===== config.mk =====
export PLATFORM = sky130hd
export DESIGN_NAME = store_buffer
export DESIGN_NICKNAME = d
export VERILOG_FILES = /design/src/rtl/store_buffer.sv
export SDC_FILE = /design/constraint.sdc
export NUM_CORES = 1
export LEC_CHECK = 0
export CAP_MARGIN = 10
export CORE_MARGIN = 3
export CORE_UTILIZATION = 55
export CTS_CLUSTER_DIAMETER = 80
export DETAILED_ROUTE_END_ITERATION = 10
export DONT_BUFFER_PORTS = 1
export MAX_ROUTING_LAYER = met4
export PLACE_DENSITY = 0.7
export SLEW_MARGIN = 20
export SYNTH_ARGS = -nofsm -noshare
export SYNTH_HDL_FRONTEND = slang
export SYNTH_SLANG_ARGS = --single-unit
export TNS_END_PERCENT = 20

===== constraint.sdc =====
create_clock -name clk_i -period 4.95 [get_ports clk_i]
set_input_delay 0 -clock clk_i [delete_from_list [all_inputs] [get_ports clk_i]]
set_output_delay 0 -clock clk_i [all_outputs]
set_load 0.01 [all_outputs]

===== src/rtl/store_buffer.sv =====
// Store buffer between the MEM stage and data memory: stores are queued and drained in program order.
// Define STORE_BUFFER_FWD_EN to let loads take data from buffered stores instead of stalling.
module store_buffer #(
  parameter int DEPTH = 4
) (
  input  logic        clk_i,
  input  logic        rst_i,
  input  logic        MemRead_i,
  input  logic        MemWrite_i,
  input  logic [31:0] Address_i,
  input  logic [31:0] WriteData_i,
  output logic [31:0] data_o,
  output logic        stall_o,
  output logic [31:0] mem_Address_o,
  output logic [31:0] mem_WriteData_o,
  output logic        mem_MemRead_o,
  output logic        mem_MemWrite_o,
  input  logic [31:0] mem_data_i,
  output logic        full_o,
  output logic        empty_o
);

  localparam int PW = (DEPTH > 1) ? $clog2(DEPTH) : 1;
  localparam int CW = PW + 1;

  logic [29:0]   addr_q [DEPTH];
  logic [31:0]   data_q [DEPTH];
  logic [PW-1:0] head;
  logic [PW-1:0] tail;
  logic [CW-1:0] count;

  logic          is_load;
  logic          is_store;
  logic          is_full;
  logic          is_empty;
  logic          match_any;
  logic [PW-1:0] scan_idx;
  logic          enq;
  logic          deq;
`ifdef STORE_BUFFER_FWD_EN
  logic [31:0]   match_data;
`endif

  assign is_load  = MemRead_i;
  assign is_store = MemWrite_i & ~MemRead_i;
  assign is_full  = (count == CW'(DEPTH));
  assign is_empty = (count == '0);

  assign full_o  = ~rst_i & is_full;
  assign empty_o = rst_i | is_empty;

  // Scan oldest to youngest so the last hit is the youngest matching store.
  always_comb begin
    match_any = 1'b0;
    scan_idx  = '0;
`ifdef STORE_BUFFER_FWD_EN
    match_data = '0;
`endif
    for (int i = 0; i < DEPTH; i++) begin
      scan_idx = head + PW'(i);
      if ((CW'(i) < count) && (addr_q[scan_idx] == Address_i[31:2])) begin
        match_any = 1'b1;
`ifdef STORE_BUFFER_FWD_EN
        match_data = data_q[scan_idx];
`endif
      end
    end
  end

  // Memory port arbitration: load first, then a drain forced by a full buffer, then an idle drain.
  always_comb begin
    data_o          = '0;
    stall_o         = 1'b0;
    mem_Address_o   = '0;
    mem_WriteData_o = '0;
    mem_MemRead_o   = 1'b0;
    mem_MemWrite_o  = 1'b0;
    enq             = 1'b0;
    deq             = 1'b0;
    if (!rst_i) begin
      if (is_load) begin
`ifdef STORE_BUFFER_FWD_EN
        mem_MemRead_o = 1'b1;
        mem_Address_o = Address_i;
        data_o        = match_any ? match_data : mem_data_i;
`else
        if (match_any) begin
          stall_o         = 1'b1;
          mem_MemWrite_o  = 1'b1;
          mem_Address_o   = {addr_q[head], 2'b00};
          mem_WriteData_o = data_q[head];
          deq             = 1'b1;
        end else begin
          mem_MemRead_o = 1'b1;
          mem_Address_o = Address_i;
          data_o        = mem_data_i;
        end
`endif
      end else if (is_store) begin
        if (is_full) begin
          stall_o         = 1'b1;
          mem_MemWrite_o  = 1'b1;
          mem_Address_o   = {addr_q[head], 2'b00};
          mem_WriteData_o = data_q[head];
          deq             = 1'b1;
        end else begin
          enq = 1'b1;
        end
      end else if (!is_empty) begin
        mem_MemWrite_o  = 1'b1;
        mem_Address_o   = {addr_q[head], 2'b00};
        mem_WriteData_o = data_q[head];
        deq             = 1'b1;
      end
    end
  end

  always_ff @(posedge clk_i) begin
    if (rst_i) begin
      head  <= '0;
      tail  <= '0;
      count <= '0;
    end else begin
      if (enq) begin
        addr_q[tail] <= Address_i[31:2];
        data_q[tail] <= WriteData_i;
        tail         <= tail + PW'(1);
      end
      if (deq) begin
        head <= head + PW'(1);
      end
      count <= count + CW'(enq) - CW'(deq);
    end
  end

endmodule


==> reports/qor.yml, run 1 <==
status:
  status: "completed"
setup_path:
  end_kind: "output pin"
  worst_path_max_delay_cell: "dfxtp_4"
  cpPeakStageDelay_ns: 0.62
  timing.reg2reg.setup_slack_ns: 0.49
  worstPathRequired_ns: 4.95
  worstPathMaxFanout: 59
  path_class: "reg2out"
  r2r-end: "count[2]"
  critPathLaunchType: "flip-flop"
  cpLargestDelayFamily: "simple AND/OR/NAND/NOR gates"
  worst_r2r_path_depth: 16
  cp.arrival_ns: 4.63
  cp_cell_sequence: "buf_12 > mux4_2 > xor2_1 > nor4_1 > nand4_1 > or4_4 > o21a_4 > nand3_4 > buf_4 > nor3b_2"
  r2r_start: "head[0]"
  critPathBufInv: 2
global_route:
  antenna_found_initial: 0
  grt_max_degree: 63
  grt_first_pass_wirelength_um: 57600
  grt_pass1_vias: 9212
  gr-total-overflow: 0
  grt_use_total: 0.269
synthesis:
  synth_area_per_cell_um2: 14.5
  async_flop_share: 0
  netlist_instances: 1015
  synth_warnings: 0
  synth_seq_cells: 257
  synth_edf_count: 248
  synthesis.area_mm2: 0.0147
  synthesis.nets: 1124
  yosysUniqueCellTypes: 70
  ys_seq_area_frac: 0.518
  synth_ff_type: "edfxtp_1"
hold_path:
  whs_path_depth: 1
  hold_start: "rst_i"
  holdPathEnd: "data_o[21]"
  holdCritPathClass: "in2out"
clocking:
  clk_pin_slew_ns: 0.06
  cts_tree: "built"
  numCtsBuffers: 27
  cts-root-buf: "clkbuf_16"
  cts.sinks: 257
  worstSkewPairLatency_ns: 0.56
  cts.path.max_buffers: 3
  cts_setup_buffers: 0
  hold_buffers: 66
  cts_repair_resize_count: 0
  h-tree-depth: 1
detailed_routing:
  vias_per_cell: 6.58
  routed-via-count: 9121
  wire_per_inst_um: 27.3
  drtPass1Iterations: 7
  drc: 0
  wirelength_um: 37900
  antenna_left: 0
  drtIter0Drc: 763
layout:
  syn2layout_area_growth_pct: 11.6
  final_util: 0.628
  final_cells: 1387
  nets: 1144
  fillers: 1934
  layout_commonest_cell: "edfxtp_1"
  diodes: 0
  post_route_cells_drive_above_1_share: 0.198
  mostFrequentLayoutCells: "248 x edfxtp_1, 105 x mux2i_1, 101 x mux4_2"
die:
  die_area_mm2: 0.0288
  start_util: 0.562
  die_h_um: 170
  die_w_um: 170
  core_area_mm2: 0.0262
  io_pins: 201
  placementRows: 59
pwr:
  clkPwrFrac: 0.355
  powerDensity_mw_per_mm2: 370
  seq_power_share: 0.418
  p_switching_w: 0.00169
  switching_share: 0.277
  power.internal_w: 0.00441
  p_leak_nw: 5.30
  ir_drop_mv: 0.354
  combinationalPowerShare: 0.228
run:
  cap_violations: 0
place:
  dp_hpwl_um: 23800
  io_buffer_count: 0
  gp_congestion: 0.990
  dp_cells: 1275
timing:
  finalClockSkew_ns: 0.0119
  fin_crit_ns: 4.63
  rsz0062_at_grt: "no"
  setup_violations: 0
  worst_slew_pin_slew_ns: 1.04
  drv_slew: 0
  period_share: 0.936
  max_slew_margin: 0.304
  tns_ns: 0
  hold_viol_final: 0
  max_freq_mhz: 216
## layer usage
metal / GRT usage / vias to the layer above / routed length [um]
met2: 0.422 / 408 / 18400
met4: 0.0569 / 0 / 745
met3: 0.0505 / 70 / 3020
met1: 0.374 / 4648 / 15700
met5: - / - / 0
li1: - / 3995 / -
## worst reg2reg max path, cell delays in order, from the launching register on
cell     delay (ns)
dfxtp_4        0.62
buf_12         0.29
mux4_2         0.57
xor2_1         0.16
nor4_1         0.43
nand4_1        0.26
or4_4          0.56
o21ai_2        0.12
nor3_4         0.06
nor2_1         0.15
ha_1           0.26
inv_1          0.06
ha_1           0.13
inv_1          0.05
fa_1           0.40
xnor2_1        0.16
nor2_1         0.05
## logic make-up after synthesis
kind of cell,after synthesis,synth area share
DFF,257,0.518
and+or+nand+nor,241,0.0998
muxes,210,0.229
xor gates and xnor gates,110,0.0654
buffers and inverters,109,0.0408
AOI/OAI and AO/OA,79,0.0396
adders and majority gates,9,0.00815
## per-stage QoR
step | instance area (um^2) | setup WS (ns) | hold WS [ns] | power, W
floorplan | 14700 | 0.890 | 0.0989 | 0.00364
global placement | 14900 | 0.648 | 0.0388 | 0.00390
CTS | 16400 | 0.396 | 0.0265 | 0.00612
finish | 16400 | 0.317 | 0.0369 | 0.00609
global route | 16400 | 0.255 | 0.0390 | 0.00631
detailed placement | 14900 | 0.599 | 0.0373 | 0.00391
## cells in the mapped netlist, drive strengths merged, types with 12 or more instances
master / instances / area, um^2
mux4: 101 / 2270
nor4: 14 / 87.6
inv: 17 / 63.8
xor2: 43 / 377
edfxtp: 248 / 7450
nand2: 81 / 304
buf: 46 / 365
nor2: 22 / 85.1
o21ai: 12 / 63.8
xnor2: 67 / 587
mux2i: 105 / 1050
nor3b: 34 / 400
clkbuf: 46 / 173
a21oi: 14 / 70.1
and3: 33 / 206
## worst max path at each step
| stage | from | cells past startpoint | to | slack (ns) |
|---|---|---|---|---|
| 6_report | head[0] | 10 | data_o[26] | 0.32 |
| 5_1_grt | head[0] | 11 | data_o[25] | 0.25 |
| 4_1_cts | head[0] | 10 | data_o[26] | 0.40 |
| 3_5_place_dp | head[0] | 16 | count[2] | 0.60 |
| 3_3_place_gp | head[0] | 16 | count[2] | 0.65 |
| 2_1_floorplan | flip-flop | 17 | count[2] | 0.89 |
## sequential cells by signal (all words and copies together), names as in the netlist, named ones only
signal / cells
count: 3
data_q: 128
head: 2
addr_q: 120
tail: 2
## final cells by class
| type | count | area, um^2 | area share |
|---|---|---|---|
| Sequential cell | 257 | 7640 | 0.464 |
| Multi-Input combinational cell | 649 | 6530 | 0.397 |
| Timing Repair Buffer | 83 | 863 | 0.0525 |
| Clock buffer | 32 | 694 | 0.0422 |
| Tap cell | 335 | 419 | 0.0255 |
| Clock inverter | 14 | 239 | 0.0145 |
| Inverter | 17 | 63.8 | 0.00388 |
## power by group through the flow
stage	clock network, W	registers, W	logic [W]
2_1_floorplan	0	0.00251	0.00113
3_3_place_gp	0	0.00259	0.00131
3_5_place_dp	0	0.00259	0.00131
4_1_cts	0.00219	0.00255	0.00139
5_1_grt	0.00227	0.00256	0.00148
6_report	0.00216	0.00254	0.00139
(Power assumes the default switching activity.)
==> run 2: changes to the inputs <==
- CORE_UTILIZATION: 55 -> 65
- PLACE_DENSITY: 0.7 -> 0.81
==> run 2 against run 1 <==
  * Worst setup slack better by 0.053 ns
  * Combinational power hardly changed
  * Wire length is 10% higher
  * Fmax is 1.2% higher
  * First-iteration DRC count is 71% higher
  * Via count is 7.4% higher
  * Clock skew hardly changed
  * Final area is 0.56% lower
  * Sequential power hardly changed
  * Total power is 1.7% lower
==> reports/qor.yml, run 2 (same netlist as run 1, synthesis figures left out) <==
status:
  status: "completed"
setup_path:
  crit_path_end: "data_o[23]"
  cp_cell_sequence: "buf_12 > buf_4 > mux4_2 > xnor2_1 > nand4_1 > or4_1 > or4_4 > o21a_4 > nand3_4 > buf_4 > nor3b_2"
  cp.arrival_ns: 4.58  # -0.05 ns
  worstPathMaxFanout: 58  # -1.7%
  path_class: "reg2out"
  cpPeakStageDelay_ns: 0.75  # +0.13 ns
  r2r_start: "head[1]"
  worst_path_max_delay_cell: "dfxtp_2"
  critPathLaunchType: "flip-flop"
  worst_r2r_path_depth: 17  # +1
  end_kind: "output pin"
  crit_start: "head[1]"
  cp_common_cell: "buf_4"
  timing.reg2reg.setup_slack_ns: 0.50  # about the same
  r2r-end: "count[2]"
  worstPathRequired_ns: 4.95  # about the same
timing:
  fin_crit_ns: 4.58  # -0.0534 ns
  tns_ns: 0  # unchanged
  rsz0062_at_grt: "no"
  max_slew_margin: 0.323  # +0.0189
  period_share: 0.925  # -0.0108
  setup_violations: 0  # unchanged
  hold_viol_final: 0  # unchanged
  drv_slew: 0  # unchanged
  finalClockSkew_ns: 0.0122  # +0.000332 ns
  worst_slew_pin_slew_ns: 1.01  # -0.0322 ns
  max_freq_mhz: 218  # +1.2%
  setup_ws_ns: 0.370  # +0.0534 ns
place:
  dp_cells: 1228  # -3.7%
  io_buffer_count: 0  # unchanged
  place_ws_ns: 0.627  # +0.0273 ns
  gp_congestion: 0.987  # -0.28%
  dp_hpwl_um: 24900  # +4.4%
clocking:
  cts_tree: "built"
  worstSkewPairLatency_ns: 0.55  # about the same
  cts_repair_resize_count: 0  # unchanged
  cts.sinks: 257  # unchanged
  hold_buffers: 66  # unchanged
  numCtsBuffers: 27  # unchanged
  cts_setup_buffers: 0  # unchanged
  clk_pin_slew_ns: 0.06  # about the same
  cts.path.max_buffers: 3  # unchanged
  cts-root-buf: "clkbuf_16"
  h-tree-depth: 1  # unchanged
layout:
  fillers: 1308  # -32%
  largest-register: "data_q"
  diodes: 0  # unchanged
  largest_register_ffs: 128  # unchanged
  syn2layout_area_growth_pct: 11.0
  nets: 1152  # +0.70%
  reg_top3: "data_q: 128 flops, addr_q: 120 flops, count: 3 flops"
  post_route_cells_drive_above_1_share: 0.202  # +0.00435
  final_cells: 1344  # -3.1%
  layout_commonest_cell: "edfxtp_1"
  mostFrequentLayoutCells: "248 x edfxtp_1, 105 x mux2i_1, 101 x mux4_2"
die:
  die_w_um: 157  # -7.7%
  placementRows: 54  # -8.5%
  io_pins: 201  # unchanged
  core_area_mm2: 0.0220  # -16%
  die_area_mm2: 0.0245  # -15%
  start_util: 0.669  # +0.107
  die_h_um: 157  # -7.7%
pwr:
  p_leak_nw: 5.31  # about the same
  ir_drop_mv: 0.411  # +16%
  powerDensity_mw_per_mm2: 366  # -1.1%
  switching_share: 0.290  # +0.0128
  p_switching_w: 0.00174  # +2.9%
  power.internal_w: 0.00426  # -3.4%
  seq_power_share: 0.426  # +0.008
  clkPwrFrac: 0.338  # -0.017
  total_power_w: 0.00599  # -1.7%
  combinationalPowerShare: 0.236  # +0.008
global_route:
  grt_first_pass_wirelength_um: 63300  # +9.9%
  gr-total-overflow: 0  # unchanged
  antenna_found_initial: 0  # unchanged
  grt_pass1_vias: 9773  # +6.1%
  grt_max_degree: 59  # -6.3%
  grt_use_total: 0.352  # +0.0830
detailed_routing:
  drc: 0  # unchanged
  wire_per_inst_um: 31.1  # +14%
  drtPass1Iterations: 5  # -2
  drtIter0Drc: 1308  # +71%
  routed-via-count: 9792  # +7.4%
  antenna_left: 0  # unchanged
  wirelength_um: 41700  # +10%
  vias_per_cell: 7.29  # +11%
hold_path:
  holdCritPathClass: "in2out"
run:
  cap_violations: 0  # unchanged
## run 2: cell types whose count changed in the layout (fill, tap and decap cells not counted)
| cell | delta |
|---|---|
| buf_12 | -1 |
| bufinv_16 | -4 |
| and2_4 | -4 |
| and2_2 | +4 |
| clkinv_2 | +1 |
| clkinvlp_4 | +1 |
| clkbuf_8 | +3 |
| clkinv_4 | -2 |
| buf_4 | +9 |
| clkbuf_1 | +5 |
## run 2: worst max-delay path, delay by kind of cell (launching register included)
family	cells	cell delay [ns]
AO/OA/AOI/OAI	1	0.16
flip-flops	1	0.75
buffers and inverters	3	0.83
AND/OR/NAND/NOR	5	1.67
multiplexers	1	0.31
XOR/XNOR	1	0.27
## run 2: metal layers
layer  wire length [um]  vias up  track usage  share of wire
met3               3810      115       0.0584          0.091
li1                   -     4006            -              -
met2              20600      694        0.553           0.49
met1              15800     4977        0.480           0.38
met5                  0        -            -              0
met4               1610        0        0.113          0.039
## run 2: layout make-up
| class | count | area (um^2) | area share |
|---|---|---|---|
| well taps | 280 | 350 | 0.0214 |
| multi-input cells | 649 | 6530 | 0.399 |
| clock inverters | 10 | 114 | 0.00696 |
| clock buffers | 40 | 754 | 0.0461 |
| repair buffers | 91 | 911 | 0.0557 |
| flip-flops and latches | 257 | 7640 | 0.467 |
| inverters | 17 | 63.8 | 0.00390 |
## run 2: metrics by stage
| step | util | hold slack [ns] | instance area [um^2] |
|---|---|---|---|
| after detailed placement | 0.673 | 0.0386 | 14800 |
| after global routing | 0.743 | 0.0426 | 16400 |
| after floorplan | - | 0.0989 | 14700 |
| final | 0.743 | 0.0405 | 16400 |
| after global placement | 0.673 | 0.0391 | 14800 |
| after CTS | 0.743 | 0.0381 | 16400 |
## run 2: worst min-delay path by stage
stage | from | to | slack (ns) | depth (start not counted)
4_1_cts | rst_i | mem_MemRead_o | 0.04 | 1
6_report | rst_i | data_o[21] | 0.04 | 1
3_5_place_dp | rst_i | data_o[22] | 0.04 | 1
2_1_floorplan | Address_i[2] | addr_q[0][0] | 0.1 | 0
3_3_place_gp | rst_i | data_o[23] | 0.04 | 1
5_1_grt | rst_i | data_o[21] | 0.04 | 1
## run 2: power by group through the flow
stage | combinational, W | clock (W) | sequential [W]
after detailed placement | 0.00131 | 0 | 0.00259
after floorplan | 0.00113 | 0 | 0.00251
final | 0.00141 | 0.00203 | 0.00255
after global routing | 0.00151 | 0.00211 | 0.00256
after global placement | 0.00129 | 0 | 0.00259
after CTS | 0.00139 | 0.00201 | 0.00255
